### config.mk
export PLATFORM = sky130hd
export DESIGN_NAME = pingpong_buffer_reader
export DESIGN_NICKNAME = d
export VERILOG_FILES = /design/src/rtl/pingpong_buffer_reader.sv
export SDC_FILE = /design/constraint.sdc
export NUM_CORES = 1
export LEC_CHECK = 0
export ABC_AREA = 1
export BUFFER_PORTS_ARGS = -buffer_cell sky130_fd_sc_hd__clkbuf_2
export CAP_MARGIN = 10
export CORE_MARGIN = 5
export CORE_UTILIZATION = 45
export CTS_CLUSTER_SIZE = 25
export DETAILED_ROUTE_END_ITERATION = 8
export PLACE_DENSITY = 0.76
export SYNTH_ARGS = -nofsm -noshare
export SYNTH_HDL_FRONTEND = slang
export SYNTH_SLANG_ARGS = --single-unit
### constraint.sdc
create_clock -name clk -period 2.15 [get_ports clk]
set_clock_uncertainty 0.05 [all_clocks]
set_input_delay 0.1075 -clock clk [delete_from_list [all_inputs] [get_ports clk]]
set_output_delay 0.1075 -clock clk [all_outputs]
set_load 0.05 [all_outputs]
### src/rtl/pingpong_buffer_reader.sv
`default_nettype none
// ============================================================================
// Module      : pingpong_buffer_reader
// Description : Consumer side of a ping-pong RAM pair. Waits for the writer to
//               mark a bank full, reads it word by word and presents each word
//               on a valid/ready stream, then hands the bank back. Banks are
//               drained strictly alternately (RAM1, RAM2, RAM1, ...).
//               Optional saturating overrun counter: PINGPONG_RD_OVERRUN_CNT_EN.
// Revision    : 1.0 - initial release
// ============================================================================
module pingpong_buffer_reader #(
    parameter int ADDR_W = 5,
    parameter int DATA_W = 8,
    parameter int DEPTH  = 32
) (
    input  logic              clk,
    input  logic              reset,
    input  logic              fill_done,
    input  logic              fill_bank,
    output logic              ram1_read_en,
    output logic [ADDR_W-1:0] ram1_read_address,
    input  logic [DATA_W-1:0] ram1_read,
    output logic              ram2_read_en,
    output logic [ADDR_W-1:0] ram2_read_address,
    input  logic [DATA_W-1:0] ram2_read,
    output logic [DATA_W-1:0] out_data,
    output logic              out_valid,
    input  logic              out_ready,
    output logic              bank_release,
    output logic              release_bank,
    output logic              overrun,
    output logic [7:0]        overrun_count
);

    localparam logic [ADDR_W-1:0] C_LAST_ADDR = ADDR_W'(DEPTH - 1);

    typedef enum logic [2:0] {
        ST_IDLE    = 3'd0,
        ST_REQ     = 3'd1,
        ST_CAPT    = 3'd2,
        ST_HOLD    = 3'd3,
        ST_RELEASE = 3'd4
    } state_t;

    state_t              r_state;
    state_t              w_state_next;
    logic [1:0]          r_full;
    logic [1:0]          w_full_next;
    logic                r_expected;
    logic [ADDR_W-1:0]   r_addr;
    logic [DATA_W-1:0]   r_out_data;
    logic                r_out_valid;
    logic                r_overrun;
    logic                w_transfer;
    logic                w_clear;
    logic                w_overrun_evt;

    assign w_transfer = r_out_valid & out_ready;
    assign out_data   = r_out_data;
    assign out_valid  = r_out_valid;
    assign overrun    = r_overrun;

    // State register
    always_ff @(posedge clk) begin
        if (reset) r_state <= ST_IDLE;
        else       r_state <= w_state_next;
    end

    // Next-state decode and RAM/release strobes derived from the current state
    always_comb begin
        w_state_next      = r_state;
        ram1_read_en      = 1'b0;
        ram2_read_en      = 1'b0;
        ram1_read_address = '0;
        ram2_read_address = '0;
        bank_release      = 1'b0;
        release_bank      = 1'b0;
        w_clear           = 1'b0;
        case (r_state)
            ST_IDLE: begin
                if (r_full[r_expected]) w_state_next = ST_REQ;
            end
            ST_REQ: begin
                if (r_expected) begin
                    ram2_read_en      = 1'b1;
                    ram2_read_address = r_addr;
                end else begin
                    ram1_read_en      = 1'b1;
                    ram1_read_address = r_addr;
                end
                w_state_next = ST_CAPT;
            end
            ST_CAPT: begin
                w_state_next = ST_HOLD;
            end
            ST_HOLD: begin
                if (w_transfer)
                    w_state_next = (r_addr == C_LAST_ADDR) ? ST_RELEASE : ST_REQ;
            end
            ST_RELEASE: begin
                bank_release = 1'b1;
                release_bank = r_expected;
                w_clear      = 1'b1;
                w_state_next = ST_IDLE;
            end
            default: w_state_next = ST_IDLE;
        endcase
    end

    // Full-flag update: a set from the writer wins over a same-cycle release
    always_comb begin
        w_full_next = r_full;
        if (w_clear)   w_full_next[r_expected] = 1'b0;
        if (fill_done) w_full_next[fill_bank]  = 1'b1;
    end

    // An overrun is a fill of a bank still marked full and not being released now
    assign w_overrun_evt = fill_done & r_full[fill_bank]
                         & ~(w_clear & (r_expected == fill_bank));

    // Full flags and sticky overrun flag
    always_ff @(posedge clk) begin
        if (reset) begin
            r_full    <= 2'b00;
            r_overrun <= 1'b0;
        end else begin
            r_full <= w_full_next;
            if (w_overrun_evt) r_overrun <= 1'b1;
        end
    end

    // Read address, bank pointer and output stream register
    always_ff @(posedge clk) begin
        if (reset) begin
            r_addr      <= '0;
            r_expected  <= 1'b0;
            r_out_data  <= '0;
            r_out_valid <= 1'b0;
        end else begin
            case (r_state)
                ST_IDLE: begin
                    if (r_full[r_expected]) r_addr <= '0;
                end
                ST_CAPT: begin
                    r_out_data  <= r_expected ? ram2_read : ram1_read;
                    r_out_valid <= 1'b1;
                end
                ST_HOLD: begin
                    if (w_transfer) begin
                        r_out_valid <= 1'b0;
                        if (r_addr != C_LAST_ADDR) r_addr <= r_addr + ADDR_W'(1);
                    end
                end
                ST_RELEASE: begin
                    r_expected <= ~r_expected;
                    r_addr     <= '0;
                end
                default: ;
            endcase
        end
    end

`ifdef PINGPONG_RD_OVERRUN_CNT_EN
    logic [7:0] r_overrun_count;

    // Saturating count of overrun events
    always_ff @(posedge clk) begin
        if (reset)
            r_overrun_count <= 8'd0;
        else if (w_overrun_evt && (r_overrun_count != 8'hFF))
            r_overrun_count <= r_overrun_count + 8'd1;
    end

    assign overrun_count = r_overrun_count;
`else
    assign overrun_count = 8'd0;
`endif

endmodule
`default_nettype wire

==> impl.org, run 1 <==
** Status
- The flow ran to the end, and the final reports show no timing, DRC or antenna violations.

** Final layout
- In the final layout, the multi-input gates occupy 595.6 µm².
- In the final layout, the share of cells above drive strength 1 is 0.2510.
- Register area :: 420.4 µm²
- Number of inserted diodes :: 0
- Area grow syn2layout :: 34.08%
- The net count of the finished layout is 263.
- Filler cells :: 231

** Timing
- Adding up every negative setup slack in the final design gives 0 ps.
- Setup violations remaining at the end of the flow were counted as 0.
- Setup repair after global routing left no endpoint under its margin.
- Slack of the critical path :: 232.0 ps
- The number of pins with negative max-slew slack in the final report came to 0.
- Highest achievable clock rate :: 521.4 MHz
- Final Cycle Share :: 0.8921
- Number of hold violations in the final report :: 0
- The routed design could run at a clock period as short as 1918 ps.

** Setup path
- Number of cells on the worst reg-to-reg path :: 5
- Crit path max-delay cell type :: dfxtp_1
- FF-to-FF Start :: r_expected
- Data on the critical path arrives at its endpoint at 1760 ps.
- R2R Path End :: out_data[0]
- STA classifies the critical path endpoint as an output port.
- Crit-path cells :: inv_1, nor2_1, inv_2, nor2_1, clkbuf_2
- Slack of the worst reg-to-reg path :: 290 ps
- Most Frequent Cell on Critical Path :: nor2_1
- Worst EP required :: 1990 ps
- CP Max Fanout :: 12
- The worst setup path is of the flip-flop to output port kind.
- Max incr delay on CP :: 560 ps
- STA classifies the critical path startpoint as a flip-flop.

** Placement
- Number of buffer cells added on primary ports :: 44
- Pre-CTS setup slack :: 494.8 ps
- Detailed placement finished with a half-perimeter wire length of 2085 µm.
- At the end of routability-driven placement, the weighted congestion stood at 0.8122.

** Hold path
- Worst Hold Depth :: 3
- The worst hold path begins at ram2_read[7].
- Hold path endpoint :: out_data[7]
- In this run the worst hold path is classified as input pin to flip-flop.

** Global routing
- The first global-routing pass estimated 4698 µm of wire.
- Remaining global-route overflow :: 0
- Maximum number of pins on one net before global-route repair :: 17
- Number of global-route vias before repair :: 1,116
- The initial antenna violation count is 0.
- GRT Util Overall :: 0.1672

** Synth
- Top cell type by total area after synthesis :: dfxtp_1
- Synthesis produced 179 cells.
- Yosys printed 0 warnings.
- The most used flip-flop cell after synthesis is dfxtp_1.
- Cell area after technology mapping :: 1167 µm²
- The share of the Yosys chip area taken by registers is 0.3601.
- Register bit count reported by yosys :: 21
- Syn avg cell area :: 6.522 µm²
- Share of synthesized registers carrying an async set or reset :: 0
- Commonest cells in the netlist :: 42 x nand2_1, 27 x nor2_1, 21 x dfxtp_1
- Library cell with the highest instance count after synthesis :: nand2_1
- The share of synthesized area in the top cell type comes to 0.3601.
- Post-synth EDFFs :: 0
- Ranked by total cell area, the synthesized netlist is headed by dfxtp_1 36%, nand2_1 14%, nor2_1 8.7%.
- Number of library cell types mapped by synthesis :: 22

** Pwr
- Of the total power, registers draw 0.355.
- Clk pwr share :: 0.127
- Total power draw :: 1.468 mW
- Fraction of power spent switching nets :: 0.4793
- Reported net switching power :: 0.7037 mW
- Of the total power, combinational logic draws 0.518.
- Summed over all cells, the static leakage comes to 0.7837 nW.
- Dividing total power by cell area gives a power density of 937.9 nW/µm².
- Internal power consumption :: 0.7644 mW
- Maximum vdd ir drop :: 684.7 µV

** Floorplan
- The initial utilization of the core area, before any placement, comes to 0.4712.
- The die covers 3712 µm².
- In this run the core area contains 18 standard-cell rows.
- 53 I/O pins were placed.
- Die Width :: 60.93 µm
- In this run the standard cell core region covers 2477 µm².
- The floorplan step set the die height to 60.93 µm.

** Clock network
- The clock reaches the later pin of the worst-skew pair after 300 ps.
- In this run the post-CTS setup repair buffer count came out at 0.
- Clock root cell :: clkbuf_4
- Buffers inserted to repair hold after CTS numbered 16.
- Number of H-tree levels :: 1
- Number of buffers on the longest clock path :: 2
- Worst-path clk slew :: 110 ps
- TritonCTS built the clock tree.
- In this run, post-CTS repair resized a total of 0 instances.
- Clock tree sinks :: 21
- Counting the buffers created by CTS gives 3.

** Run
- Total of max-cap violations :: 0

** Route
- The detailed router finished its first iteration with 46 violations.
- Across all layers, the routed design uses 1,254 vias.
- Final routed DRC violation total :: 0
- In the routed layout, each cell is associated on average with a via count of 4.662.
- Count of antenna-violating nets left after detailed routing :: 0
- The first detailed-routing pass ran for 4 iterations.
- Post-detailed-route wirelength per cell :: 10.80 µm
- Wires add up to 2905 µm.
sequential cells by signal, summed over array words and instances (netlist names):
| register | count |
|---|---|
| r_full | 2 |
| out_data | 8 |
| out_valid | 1 |
| r_expected | 1 |
| overrun | 1 |
| r_addr | 5 |
| r_state | 3 |
per-layer routing:
metal  track usage  share of wire  up-vias  routed length, µm
met3       0.03830          0.083        2                242
met4       0.05573         0.0028        0                  8
met2        0.2992           0.49       43               1431
met5             0              0        -                  0
li1              -              -      672                  -
met1        0.1954           0.42      537               1222
worst max-delay path by stage:
| stage | from | end | slack, ps | cells past startpoint |
|---|---|---|---|---|
| 2_1_floorplan | r_state[0] | ram1_read_address[0] | -140 | 6 |
| 3_5_place_dp | r_addr[0] | r_addr[2] | 490 | 10 |
| 6_report | r_expected | ram2_read_address[2] | 230 | 5 |
| 5_1_grt | r_expected | ram2_read_address[4] | 100 | 5 |
| 3_3_place_gp | r_addr[0] | r_addr[3] | 540 | 10 |
| 4_1_cts | r_expected | ram2_read_address[2] | 240 | 5 |
logic make-up after synthesis:
kind of cell    count (synthesis)  synth area share
buf+inv                        38            0.1522
compound gates                 29            0.1361
other cells                     1          0.003212
fa+ha+maj                       2           0.02143
flops                          21            0.3601
simple gates                   88            0.3269
layout by cell type (no fill, tap or decap), drive strengths merged:
cell type     n
conb          8
a31oi         9
dlygate4sd3  16
a21oi         9
o21ai        10
nor2         28
o211ai        1
buf           1
ha            2
dfxtp        21
inv          26
nand4         1
clkbuf       48
nand3        13
nor3          2
nand2        44
per-stage QoR:
step / hold slack (ps) / cells / utilization / cell area (µm²)
detailed placement: 314.0 / 249 / 0.5566 / 1379
global route: 17.58 / 269 / 0.6318 / 1565
floorplan: 126.9 / 186 / - / 1194
finish: 23.50 / 269 / 0.6318 / 1565
global placement: 310.2 / 249 / 0.5566 / 1379
CTS: 9.832 / 269 / 0.6318 / 1565
worst max-delay path: cells and delay by family, from the launching register on:
| family | cells | cell delay, ps |
|---|---|---|
| buf+inv | 3 | 570 |
| simple gates | 2 | 320 |
| flops | 1 | 560 |
power by group through the flow:
stage / sequential (mW) / combinational [mW] / clock, mW
global placement: 0.529 / 0.687 / 0
finish: 0.522 / 0.761 / 0.186
detailed placement: 0.529 / 0.691 / 0
global route: 0.531 / 0.824 / 0.211
floorplan: 0.708 / 0.383 / 0
CTS: 0.521 / 0.757 / 0.196
cell type report:
class / count / share of cell area
Clock buffer: 4 / 0.01679
Multi-Input combinational cell: 127 / 0.3805
Sequential cell: 21 / 0.2686
Tap cell: 30 / 0.02398
Inverter: 26 / 0.06235
Timing Repair Buffer: 61 / 0.2478
Note: power is estimated with default switching activity, not from simulation.
==> run 2, diff against run 1 <==
--- a/config.mk
+++ b/config.mk
@@ -9,10 +9,12 @@
 export BUFFER_PORTS_ARGS = -buffer_cell sky130_fd_sc_hd__clkbuf_2
 export CAP_MARGIN = 10
 export CORE_MARGIN = 5
-export CORE_UTILIZATION = 45
+export CORE_UTILIZATION = 46
 export CTS_CLUSTER_SIZE = 25
 export DETAILED_ROUTE_END_ITERATION = 8
-export PLACE_DENSITY = 0.76
+export MAX_ROUTING_LAYER = met4
+export PLACE_DENSITY = 0.78
+export REMOVE_ABC_BUFFERS = 1
 export SYNTH_ARGS = -nofsm -noshare
 export SYNTH_HDL_FRONTEND = slang
 export SYNTH_SLANG_ARGS = --single-unit
==> impl.org, run 2 (same netlist as run 1, synthesis figures left out) <==
** Final layout
- Commonest non-fill, non-tap cell in the layout :: clkbuf_2
- Multi-input combinational cell area :: 595.6 µm² (unchanged)
- Number of inserted diodes :: 0 (unchanged)
- The flip-flop count of the largest register, all copies and words added is 8 (unchanged).
- The layout net count is 263 (unchanged).
- Relative to the synthesized area, the layout overhead comes to 34.40%.
- Filler cells :: 225 (-2.6%)
- The share of cells above drive strength 1 is 0.2510 (unchanged).
- The sequential standard cell area came to 421.7 µm² (+0.30%).
- In the layout the commonest cells are 44 x clkbuf_2, 42 x nand2_1, 27 x nor2_1.

** Global routing
- The maximum number of pins on one net before global-route repair came to 17 (unchanged).
- The overall global routing resource usage was 0.1796 (+0.01234).
- The residual overflow from global routing was 0 (unchanged).
- The via count of the first global-routing pass was 1,214 (+8.8%).
- Wire length of the first global-routing pass :: 4899 µm (+4.3%)
- Number of antenna violations at the first check in global routing :: 0 (unchanged)

** Floorplan
- The number of I/O pins is 53 (unchanged).
- Starting Density :: 0.4755 (+0.004323)
- Die Width :: 60.38 µm (-0.91%)
- The site row count was 18 (unchanged).
- Standard cell core area :: 2455 µm² (-0.91%)
- Y dimension of the die :: 60.38 µm (-0.91%)
- The die footprint was 3645 µm² (-1.8%).

** Placement
- The total half-perimeter wirelength after legalization and detailed placement came to 2095 µm (+0.49%).
- The count of buffers from port buffering was 44 (unchanged).
- The final RePlAce weighted congestion was 0.8303 (+2.2%).

** Setup path
- R2R Path End :: out_data[4]
- The worst-case reg-to-reg path depth was 5 (unchanged).
- Data arrival time of the critical path :: 1700 ps (-60 ps)
- STA classifies the critical path startpoint as a flip-flop.
- CP Max Fanout :: 14 (+2)
- FF-to-FF Start :: r_state[1]
- The critical path ends at ram2_read_address[1].
- Worst EP required :: 1990 ps (about the same)
- Tracing the worst setup path back leads to its startpoint at r_expected.
- Critical path start-end classification :: flip-flop to output port
- Worst setup EP type :: output port
- The setup slack of the worst register-to-register path was 380 ps (+90 ps).

** Clock network
- CTS tree :: done
- TritonCTS buffer count :: 3 (unchanged)
- Number of buffers on the longest clock path :: 2 (unchanged)
- Clock root cell :: clkbuf_4
- Number of H-tree levels :: 1 (unchanged)
- The clock-pin slew of the registers on the worst-case setup and hold paths came to 120 ps (about the same).
- Clock tree sinks :: 21 (unchanged)
- The clock latency at the later pin of the worst-skew pair is 300 ps (about the same).

** Timing
- Number of failing setup endpoints in the final timing report :: 0 (unchanged)
- The final-report hold violation count came to 0 (unchanged).
- The timing-limited maximum frequency came to 538.9 MHz (+3.4%).
- Unrepaired setup endpoints after global routing :: no
- The number of pins with negative max-slew slack in the final report is 0 (unchanged).
- Worst Hold Margin :: 21.69 ps (-1.814 ps)
- Final Cycle Share :: 0.8630 (-0.02908)
- The time the final worst path needs with I/O delays and setup is 1855 ps (-62.53 ps).

** Run
- The number of violations of the max-capacitance limit came to 0 (unchanged).

** Pwr
- The internal power was 0.7712 mW (+0.89%).
- PwrDens :: 945.9 nW/µm² (+0.85%)
- The net switching power figure is 0.7129 mW (+1.3%).
- Clk pwr share :: 0.128 (about the same)
- The relative contribution of sequential cells to total power came to 0.353 (-0.002).
- Leakage power total :: 0.7865 nW (+0.37%)
- Fraction of power spent switching nets :: 0.4803 (+0.001010)
- The combinational share of power is 0.518 (about the same).
- Total power draw :: 1.484 mW (+1.1%)
- Maximum vdd ir drop :: 668.4 µV (-2.4%)

** Route
- Initial DRC count :: 30 (-35%)
- The mean routed wirelength per cell came to 11.46 µm (+6.1%).
- The count of unresolved DRC violations after routing was 0 (unchanged).
- Detailed-route vias per instance :: 4.903 (+5.2%)
- The total number of vias was 1,319 (+5.2%).
- The iteration count of the initial detailed-routing pass came to 4 (unchanged).
- Aggregate routed wire length :: 3083 µm (+6.1%)
- The remaining antenna violation count after routing is 0 (unchanged).

** Hold path
- The depth of the worst hold-timing path was 3 (unchanged).
- Class of the most critical hold timing path :: input pin to flip-flop

** Status
- The flow ran to the end, and the final reports show no timing, DRC or antenna violations.
==> run 2: changes by cell type in the layout (fill, tap and decap cells not counted) <==
cell / before / now
buf_4: 1 / 0
dfxtp_1: 21 / 20
dfxtp_2: 0 / 1
dlygate4sd3_1: 16 / 17
==> run 2: worst max-delay path, cell delays in order (launching register included) <==
cell and delay (ps):
dfxtp_2 470, inv_1 240, nor2_1 220, inv_2 90
nor2_1 100, clkbuf_2 280
==> run 2: power groups by stage <==
stage / clock [mW] / sequential [mW] / combinational, mW
after global routing: 0.210 / 0.535 / 0.829
after global placement: 0 / 0.530 / 0.684
after floorplan: 0 / 0.708 / 0.360
after detailed placement: 0 / 0.530 / 0.688
final: 0.191 / 0.524 / 0.769
after CTS: 0.199 / 0.523 / 0.762
==> run 2: timing repair <==
item,4_1_cts,5_1_grt
hold buffers,17,0
setup buffers,0,0
gates resized for setup,0,1
setup endpoints to repair,0,5
endpoints found under the hold margin,9,0
==> run 2: worst min path at each step <==
| stage | endpoint | startpoint |
|---|---|---|
| after floorplan | out_valid | reset |
| after global placement | out_data[4] | ram1_read[4] |
| after detailed placement | out_data[6] | ram2_read[6] |
| after CTS | r_full[1] | fill_bank |
| after global routing | out_valid | out_ready |
| final | r_full[1] | fill_bank |
==> run 2: layer usage <==
metal  vias to the layer above  global-route usage  wire length (µm)
met5                         -                   -                 0
met4                         0             0.08861                56
met3                         8             0.02979               247
met2                        54              0.3086              1495
met1                       583              0.1997              1283
li1                        674                   -                 -
==> run 2: cell type report <==
type | instances | area share
multi-input combinational | 127 | 0.3796
sequential | 21 | 0.2687
timing repair buffer | 61 | 0.2488
inverter | 26 | 0.06220
tap | 30 | 0.02392
clock buffer | 4 | 0.01675
==> run 2: stage by stage <==
step | instance area (µm²) | utilization | setup WS (ps) | std cells | TNS [ps]
global placement | 1371 | 0.5586 | 517.3 | 248 | 0
CTS | 1568 | 0.6386 | 139.5 | 269 | 0
detailed placement | 1371 | 0.5586 | 490.8 | 248 | 0
global route | 1569 | 0.6391 | 175.9 | 269 | 0
floorplan | 1114 | - | -261.2 | 174 | -1983
finish | 1569 | 0.6391 | 294.5 | 269 | 0
==> run 3, diff against run 2 <==
--- a/config.mk
+++ b/config.mk
@@ -9,11 +9,11 @@
 export BUFFER_PORTS_ARGS = -buffer_cell sky130_fd_sc_hd__clkbuf_2
 export CAP_MARGIN = 10
 export CORE_MARGIN = 5
-export CORE_UTILIZATION = 46
+export CORE_UTILIZATION = 49
 export CTS_CLUSTER_SIZE = 25
 export DETAILED_ROUTE_END_ITERATION = 8
 export MAX_ROUTING_LAYER = met4
-export PLACE_DENSITY = 0.78
+export PLACE_DENSITY = 0.82
 export REMOVE_ABC_BUFFERS = 1
 export SYNTH_ARGS = -nofsm -noshare
 export SYNTH_HDL_FRONTEND = slang
==> constraint.sdc (replaced) <==
create_clock -name clk -period 2.4 [get_ports clk]
set_clock_uncertainty 0.05 [all_clocks]
set_input_delay 0.12 -clock clk [delete_from_list [all_inputs] [get_ports clk]]
set_output_delay 0.12 -clock clk [all_outputs]
set_load 0.05 [all_outputs]
==> impl.org, run 3 (same netlist as run 1, synthesis figures left out) <==
** Setup path
- Most Frequent Cell on Critical Path :: nor2_1
- The setup slack of the worst register-to-register path is 580 ps (+200 ps).
- Worst setup EP type :: output port
- The worst endpoint required time was 2230 ps (+240 ps).
- Crit-path cells :: inv_1, nor2_1, inv_2, nor2_1, clkbuf_2
- The arrival time at the worst endpoint was 1920 ps (+220 ps).
- Startpoint type of the worst setup path :: flip-flop
- The critical path is of the flip-flop to output port type.
- FF-to-FF Start :: r_expected
- CP Max Fanout :: 14 (unchanged)
- The worst-case reg-to-reg path depth was 4 (-1).
- R2R Path End :: out_data[5]
- Crit path max-delay cell type :: dfxtp_1
- The delay of the slowest cell on the worst path was 570 ps (+100 ps).

** Timing
- The worst-case hold slack came to 8.377 ps (-13.31 ps).
- In the finished design, the share of the clock period the worst path needs comes to 0.8688.
- Unrepaired setup endpoints after global routing :: no
- The total setup violations reported at the end of the flow came to 0 (unchanged).
- The final-report hold violation count came to 0 (unchanged).
- The post-route setup TNS came to 0 ps (unchanged).
- Min Clock Period, post-route :: 2085 ps
- The number of pins with negative max-slew slack in the final report was 0 (unchanged).
- Highest achievable clock rate :: 479.6 MHz

** Placement
- The total half-perimeter wirelength after legalization and detailed placement was 2074 µm (-1.0%).
- Number of buffer cells added on primary ports :: 44 (unchanged)
- The final RePlAce weighted congestion came to 0.8528 (+2.7%).

** Route
- Detailed-route vias per instance :: 4.904 (about the same)
- Aggregate routed wire length :: 3025 µm (-1.9%)
- The remaining antenna violation count after routing was 0 (unchanged).
- The iteration count of the initial detailed-routing pass was 4 (unchanged).
- Initial DRC count :: 38 (+27%)
- Post-detailed-route wirelength per cell :: 11.63 µm (+1.5%)
- The total number of vias is 1,275 (-3.3%).
- Final routed DRC violation total :: 0 (unchanged)

** Floorplan
- Die Width :: 58.81 µm (-2.6%)
- The starting density of the core is 0.5227 (+0.04715).
- The die footprint came to 3459 µm² (-5.1%).
- The site row count is 17 (-1).
- Number of I/O pins :: 53 (unchanged)
- Y dimension of the die :: 58.81 µm (-2.6%)
- The core box area was 2233 µm² (-9.0%).

** Clock network
- Clock root cell :: clkbuf_4
- The clock-pin slew of the registers on the worst-case setup and hold paths is 120 ps (about the same).
- TritonCTS buffer count :: 3 (unchanged)
- The maximum number of buffers from clock root to sink is 2 (unchanged).
- CTS tree :: done
- The sink count of the clock tree is 21 (unchanged).
- The number of buffers inserted by hold repair at cts came to 9 (-8).
- Cells resized by post-CTS repair :: 0 (unchanged)
- Setup Buffers After CTS :: 0 (unchanged)
- Number of H-tree levels :: 1 (unchanged)
- Clock Latency Late Sink :: 310 ps (about the same)

** Final layout
- Most frequent cells in the layout :: 44 x clkbuf_2, 42 x nand2_1, 27 x nor2_1
- Flip-flop count of the largest register after layout :: 8 (unchanged)
- The antenna cell count came to 0 (unchanged).
- Commonest non-fill, non-tap cell in the layout :: clkbuf_2
- Area grow syn2layout :: 28.19%
- Number of nets at the end of the flow :: 256 (-2.7%)
- Fraction of final layout cells sized beyond drive strength 1 :: 0.2586 (+0.007575)

** Run
- The number of violations of the max-capacitance limit is 0 (unchanged).

** Status
- The run finished with clean final reports.

** Pwr
- PwrDens :: 859.5 nW/µm² (-9.1%)
- Maximum vdd ir drop :: 783.6 µV (+17%)
- The leakage power came to 0.7478 nW (-4.9%).

** Global routing
- Maximum number of pins on one net before global-route repair :: 17 (unchanged)
- Wire length of the first global-routing pass :: 4836 µm (-1.3%)
- Remaining global-route overflow :: 0 (unchanged)
- Number of global-route vias before repair :: 1,168 (-3.8%)
- Number of antenna violations at the first check in global routing :: 0 (unchanged)
- The overall global routing resource usage is 0.1836 (+0.003958).

** Hold path
- Worst Hold Depth :: 3 (unchanged)
- Class of the most critical hold timing path :: input pin to flip-flop
- Hold path endpoint :: out_data[6]
- The worst hold path begins at ram2_read[6].
## run 3: changes by cell type in the layout (fill, tap and decap cells not counted)
cell	change
dlygate4sd3_1	-7
clkbuf_1	-1
clkinv_2	+1
dfxtp_1	+1
dfxtp_2	-1
## run 3: worst max-delay path by stage
stage / startpoint / end / slack, ps
2_1_floorplan: r_expected / ram2_read_address[0] / -20
3_3_place_gp: r_expected / ram2_read_address[3] / 740
3_5_place_dp: r_expected / ram2_read_address[2] / 680
4_1_cts: r_expected / ram2_read_address[2] / 310
5_1_grt: r_expected / ram2_read_address[2] / 120
6_report: r_expected / ram2_read_address[2] / 310
## run 3: worst max-delay path: cells and delay by family (launching register included)
| kind | cells | cell delay, ps |
|---|---|---|
| buffers and inverters | 3 | 680 |
| and+or+nand+nor | 2 | 350 |
| DFF | 1 | 570 |
## run 3: per-layer routing
| metal | vias to the layer above | share of wire | GRT usage |
|---|---|---|---|
| met3 | 8 | 0.088 | 0.03947 |
| met2 | 56 | 0.50 | 0.3076 |
| met4 | 0 | 0.018 | 0.09061 |
| met1 | 553 | 0.40 | 0.2045 |
| met5 | - | 0 | - |
| li1 | 658 | - | - |
## run 3: layout make-up
class                      count  area, µm²
fill                         209      737.0
sequential                    21      420.4
tap                           28      35.03
multi-input combinational    127      595.6
timing repair buffer          54      320.3
clock buffer                   3      22.52
inverter                      26      97.59
clock inverter                 1      5.005
## run 3: report_power, final
| group | leakage [nW] | internal (mW) | switching (mW) |
|---|---|---|---|
| Sequential | 0.171 | 0.420 | 0.0494 |
| Clock | 0.0177 | 0.0623 | 0.108 |
| Combinational | 0.559 | 0.174 | 0.473 |
| Total | 0.748 | 0.656 | 0.630 |
## run 3: stage by stage
stage                     area, µm²  power [mW]  setup slack, ps    util  std cells
after floorplan                1114      0.9568           -23.71       -        174
final                          1496       1.286            314.9  0.6700        260
after CTS                      1486       1.285            312.3  0.6655        259
after global placement         1369       1.086            742.2  0.6129        246
after detailed placement       1369       1.090            675.1  0.6129        246
after global routing           1496       1.377            119.9  0.6700        260
